--- config.mk ---
export PLATFORM = sky130hd
export DESIGN_NAME = uart_rx
export DESIGN_NICKNAME = d
export VERILOG_FILES = /design/src/rtl/uart_rx.sv
export SDC_FILE = /design/constraint.sdc
export NUM_CORES = 1
export LEC_CHECK = 0
export CAP_MARGIN = 20
export CORE_AREA = 2 2 52 54
export DETAILED_ROUTE_END_ITERATION = 16
export DIE_AREA = 0 0 54 56
export DONT_BUFFER_PORTS = 1
export GPL_TIMING_DRIVEN = 1
export PLACE_DENSITY = 0.76
export SETUP_SLACK_MARGIN = 0.5
export SYNTH_ARGS = -nofsm -noshare
export SYNTH_HDL_FRONTEND = slang
export SYNTH_SLANG_ARGS = --single-unit
--- constraint.sdc ---
create_clock -name rxclk -period 1.9 [get_ports rxclk]
set_input_delay 0.19 -clock rxclk [delete_from_list [all_inputs] [get_ports rxclk]]
set_output_delay 0.19 -clock rxclk [all_outputs]
set_load 0.02 [all_outputs]
--- src/rtl/uart_rx.sv ---
// 8N1 UART receiver: 16x oversampled, double-flop synchronized input, one-deep
// holding register with empty, framing-error and sticky overrun status.
module uart_rx #(
  parameter int DATA_BITS  = 8,
  parameter int OVERSAMPLE = 16
) (
  input  logic                 rxclk,
  input  logic                 reset,
  input  logic                 rx_enable,
  input  logic                 rx_in,
  input  logic                 uld_rx_data,
  output logic [DATA_BITS-1:0] rx_data,
  output logic                 rx_empty,
  output logic                 rx_frame_err,
  output logic                 rx_overrun
);

  localparam int CW = $clog2(OVERSAMPLE);
  localparam int BW = (DATA_BITS > 1) ? $clog2(DATA_BITS) : 1;
  localparam logic [CW-1:0] CNT_MID  = CW'(OVERSAMPLE / 2 - 1);
  localparam logic [CW-1:0] CNT_LAST = CW'(OVERSAMPLE - 1);
  localparam logic [BW-1:0] BIT_LAST = BW'(DATA_BITS - 1);

  typedef enum logic [1:0] {
    IDLE,
    START,
    DATA,
    STOP
  } state_t;

  state_t               state_q, state_d;
  logic [CW-1:0]        cnt_q, cnt_d;
  logic [BW-1:0]        bcnt_q, bcnt_d;
  logic [DATA_BITS-1:0] shift_q, shift_d;
  logic                 rx_meta_q, rx_meta_d;
  logic                 rx_s_q, rx_s_d;
  logic [DATA_BITS-1:0] rx_data_q, rx_data_d;
  logic                 rx_empty_q, rx_empty_d;
  logic                 rx_frame_err_q, rx_frame_err_d;
  logic                 rx_overrun_q, rx_overrun_d;
  logic                 frame_done;

  always_ff @(posedge rxclk) begin
    if (!reset) begin
      state_q        <= IDLE;
      cnt_q          <= '0;
      bcnt_q         <= '0;
      shift_q        <= '0;
      rx_meta_q      <= 1'b1;
      rx_s_q         <= 1'b1;
      rx_data_q      <= '0;
      rx_empty_q     <= 1'b1;
      rx_frame_err_q <= 1'b0;
      rx_overrun_q   <= 1'b0;
    end else begin
      state_q        <= state_d;
      cnt_q          <= cnt_d;
      bcnt_q         <= bcnt_d;
      shift_q        <= shift_d;
      rx_meta_q      <= rx_meta_d;
      rx_s_q         <= rx_s_d;
      rx_data_q      <= rx_data_d;
      rx_empty_q     <= rx_empty_d;
      rx_frame_err_q <= rx_frame_err_d;
      rx_overrun_q   <= rx_overrun_d;
    end
  end

  always_comb begin
    state_d    = state_q;
    cnt_d      = cnt_q;
    bcnt_d     = bcnt_q;
    shift_d    = shift_q;
    rx_meta_d  = rx_in;
    rx_s_d     = rx_meta_q;
    frame_done = 1'b0;

    case (state_q)
      IDLE: begin
        cnt_d = '0;
        if (!rx_s_q) begin
          state_d = START;
        end
      end
      START: begin
        cnt_d = cnt_q + CW'(1);
        if (cnt_q == CNT_MID) begin
          cnt_d = '0;
          if (!rx_s_q) begin
            state_d = DATA;
            bcnt_d  = '0;
          end else begin
            state_d = IDLE;
          end
        end
      end
      DATA: begin
        cnt_d = cnt_q + CW'(1);
        if (cnt_q == CNT_LAST) begin
          cnt_d           = '0;
          shift_d[bcnt_q] = rx_s_q;
          if (bcnt_q == BIT_LAST) begin
            state_d = STOP;
          end else begin
            bcnt_d = bcnt_q + BW'(1);
          end
        end
      end
      STOP: begin
        cnt_d = cnt_q + CW'(1);
        if (cnt_q == CNT_LAST) begin
          cnt_d      = '0;
          frame_done = 1'b1;
          state_d    = IDLE;
        end
      end
      default: begin
        state_d = IDLE;
        cnt_d   = '0;
      end
    endcase

    // Disabling discards any frame in flight, including one about to complete.
    if (!rx_enable) begin
      state_d    = IDLE;
      cnt_d      = '0;
      frame_done = 1'b0;
    end
  end

  always_comb begin
    rx_data_d      = rx_data_q;
    rx_empty_d     = rx_empty_q;
    rx_frame_err_d = rx_frame_err_q;
    rx_overrun_d   = rx_overrun_q;

    // A completing frame beats a same-cycle unload; the unload still consumes the old byte.
    if (frame_done) begin
      rx_data_d      = shift_q;
      rx_frame_err_d = ~rx_s_q;
      rx_empty_d     = 1'b0;
      if (uld_rx_data) begin
        rx_overrun_d = 1'b0;
      end else if (!rx_empty_q) begin
        rx_overrun_d = 1'b1;
      end
    end else if (uld_rx_data) begin
      rx_empty_d   = 1'b1;
      rx_overrun_d = 1'b0;
    end
  end

  assign rx_data      = rx_data_q;
  assign rx_empty     = rx_empty_q;
  assign rx_frame_err = rx_frame_err_q;
  assign rx_overrun   = rx_overrun_q;

endmodule

==> results_dict.tcl <==
set metrics [dict create \
    routed_wl_microns 3140 \
    period_minus_slack_ns 1.38 \
    synthDistinctLibCells 39 \
    hold_viol 0 \
    cts_max_level 2 \
    clock-skew-final_ns 0.00566 \
    total_power_w 0.00105 \
    cts_tree "done" \
    rr_startpoint "cnt_q[0]" \
    drt_iter0_markers 33 \
    setup_viol 0 \
    wire_per_inst_microns 16.5 \
    layout-drive-gt1-share 0.205 \
    synthArstFlopShare 0 \
    dp_slack_ns 0.184 \
    cp.arrival_ns 1.63 \
    rr_endpoint "shift_q[3]" \
    wl_met3_microns 206 \
    track_usage 0.221 \
    syn_avg_cell_area_sq_um 9.15 \
    antenna_found_initial 0 \
    crit_type "flop to flop" \
    clock-sinks 30 \
    cts.clk_slew.worst_paths_ns 0.09 \
    crit_path_top_delay_cell "dfxtp_4" \
    ys_seq_elements 30 \
    layout.nets 168 \
    leakage_nw 0.570 \
    synth_edf_count 0 \
    slew_headroom 0.788 \
    hp-start "reset" \
    dpl.cell_count 175 \
    grt-ovfl-total 0 \
    drt.antenna.violating_nets 0 \
    syn-cell-area_sq_um 1450 \
    drt-met1-wl_microns 1360 \
    critPathLaunchType "flop" \
    drt_pre_antenna_iters 4 \
    synth_top_area_share 0.415 \
    drc 0 \
    finalCritPeriodShare 0.727 \
    dieArea_sq_um 3020 \
    syn_nets 166 \
    initial_core_util 0.595 \
    rows 18 \
    ir_drop_mv 0.670 \
    rsz0062_at_grt "true" \
    via_count 1164 \
    root_buffer "clkbuf_4" \
    dp_hpwl_microns 1920 \
    fin_ws_ns 0.519 \
    highest-signal-layer "met4" \
    mostFrequentLayoutCells "22 x dfxtp_1, 18 x nand2_1, 12 x nand3_1, 12 x o21ai_0, 10 x mux2i_1" \
    grt_pass1_vias 1118 \
    ys.flop_type "dfxtp_1" \
    syn-instance-count 158 \
    hp-class "primary input to flop" \
    power_density_nw_per_um2 663 \
    routabilityCongestion 0.762 \
    clock_latency_ns 0.32 \
    max_freq_mhz 724 \
    cp-end-kind "flop" \
    fillCellCount 201 \
    cts_inserted_buffers 5 \
    fin_tns_setup_ns 0 \
    ioPinCount 16 \
    area_delta_synth_final_pct 9.52 \
    holdPathEnd "rx_frame_err" \
    worstPathRequired_ns 2.15 \
    holdWs_ns 0.0136 \
    wl_met2_microns 1570 \
    synth_warnings 0 \
    drv_slew 0 \
    rr_worst_depth 4 \
    port_buffers 0 \
    die_width_microns 54 \
    tightest_slew_ns 0.315 \
    die_height_microns 56 \
    stdcell_count 191 \
    synth_top_area_cell "dfxtp_1" \
    rrSetupSlack_ns 0.52 \
    status "finished clean" \
    cp_max_fo 8 \
    path_cells "ha_4 > nand4b_1 > nor4b_2 > mux2i_1" \
    grt_max_degree 29 \
    antenna_cells 0 \
    coreArea_sq_um 2430 \
    holdPathStages 1 \
    final_common_cell "dfxtp_1" \
    synthTopCellsByArea "dfxtp_1 42%, mux2i_1 6.9%, nand2_1 4.7%, nand3_1 4.2%, o21ai_0 4.2%" \
    drv_cap 0 \
    seq_area_frac_synth 0.415 \
    max_stage_delay_ns 0.38 \
    clockBufferDepth 2 \
    viasPerCell 6.09 \
    grt_first_pass_wirelength_microns 4930 \
]
## synth_stat cells (3+ instances only)
master and n:
dfxtp_1 30, nand2_1 18, nand3_1 12, o21ai_0 12
mux2i_1 10, a21boi_1 7, buf_2 4, buf_6 4
nand4_1 4, nor2_1 4, a21boi_0 3, and2_1 3
buf_4 3, clkbuf_1 3, ha_1 3, inv_1 3
nand3b_1 3, nor3b_1 3, o31ai_1 3
## worst max-delay path by stage
stage,from,endpoint,slack [ns],cells past startpoint
after floorplan,cnt_q[0],shift_q[4],0.53,6
after global placement,cnt_q[0],rx_overrun,0.30,4
after detailed placement,cnt_q[0],rx_overrun,0.18,4
after CTS,flop,shift_q[3],0.51,3
after global routing,cnt_q[0],shift_q[3],0.41,4
final,cnt_q[0],shift_q[3],0.52,4
## worst max-delay path: cells and delay by family, from the launching register on
| family | cells | cell delay (ns) |
|---|---|---|
| adder cells (fa/ha/maj) | 1 | 0.18 |
| multiplexers | 1 | 0.22 |
| flip-flops | 1 | 0.38 |
| AND/OR/NAND/NOR | 2 | 0.54 |
## layer usage
metal | vias to the layer above | GRT usage
met2 | 39 | 0.334
met4 | 0 | 0.0679
met5 | - | 0
met3 | 2 | 0.0806
li1 | 569 | -
met1 | 554 | 0.288
## cell type report
class                      count  area [sq um]  area share
sequential                    30           613       0.387
timing repair buffer          10          85.1      0.0537
clock buffer                   7          55.1      0.0348
tap                           30          37.5      0.0237
inverter                       3          11.3     0.00711
multi-input combinational    110           777       0.491
clock inverter                 1          5.00     0.00316
## cell families (layout without fill, tap and decap cells)
logic type | Yosys count | in the layout | synth area share
multiplexers | 10 | 10 | 0.0692
flip-flops | 30 | 30 | 0.415
adder cells (fa/ha/maj) | 3 | 3 | 0.0260
AND/OR/NAND/NOR | 64 | 64 | 0.254
XOR/XNOR | 1 | 1 | 0.00606
buffers and inverters | 18 | 21 | 0.0796
AO/OA/AOI/OAI | 32 | 32 | 0.150
## flip-flops by register name (all words and copies together), names as in the netlist, named ones only
name	cells
shift_q	8
state_q	1
rx_data	8
cnt_q	4
rx_frame_err	1
rx_overrun	1
rx_empty	1
bcnt_q	3
rx_meta_q	1
rx_s_q	1
## what timing repair did
action                                 4_1_cts  5_1_grt
resized for setup                           11        9
pin swaps                                    1        2
endpoints found under the hold margin        4        4
buffers inserted                             1        3
setup endpoints to repair                   24       15
hold buffers                                 3        1
## report_power, final
| group | internal, W | total (W) | switching [W] |
|---|---|---|---|
| logic | 0.0000136 | 0.0000270 | 0.0000134 |
| clock network | 0.000179 | 0.000390 | 0.000211 |
| registers | 0.000629 | 0.000634 | 0.00000420 |
## stage by stage
step	util	cell area, sq um
floorplan	-	1450
global placement	0.574	1400
detailed placement	0.574	1400
CTS	0.627	1530
global route	0.651	1580
finish	0.651	1580
No activity file was read; power rests on OpenSTA's default activity.
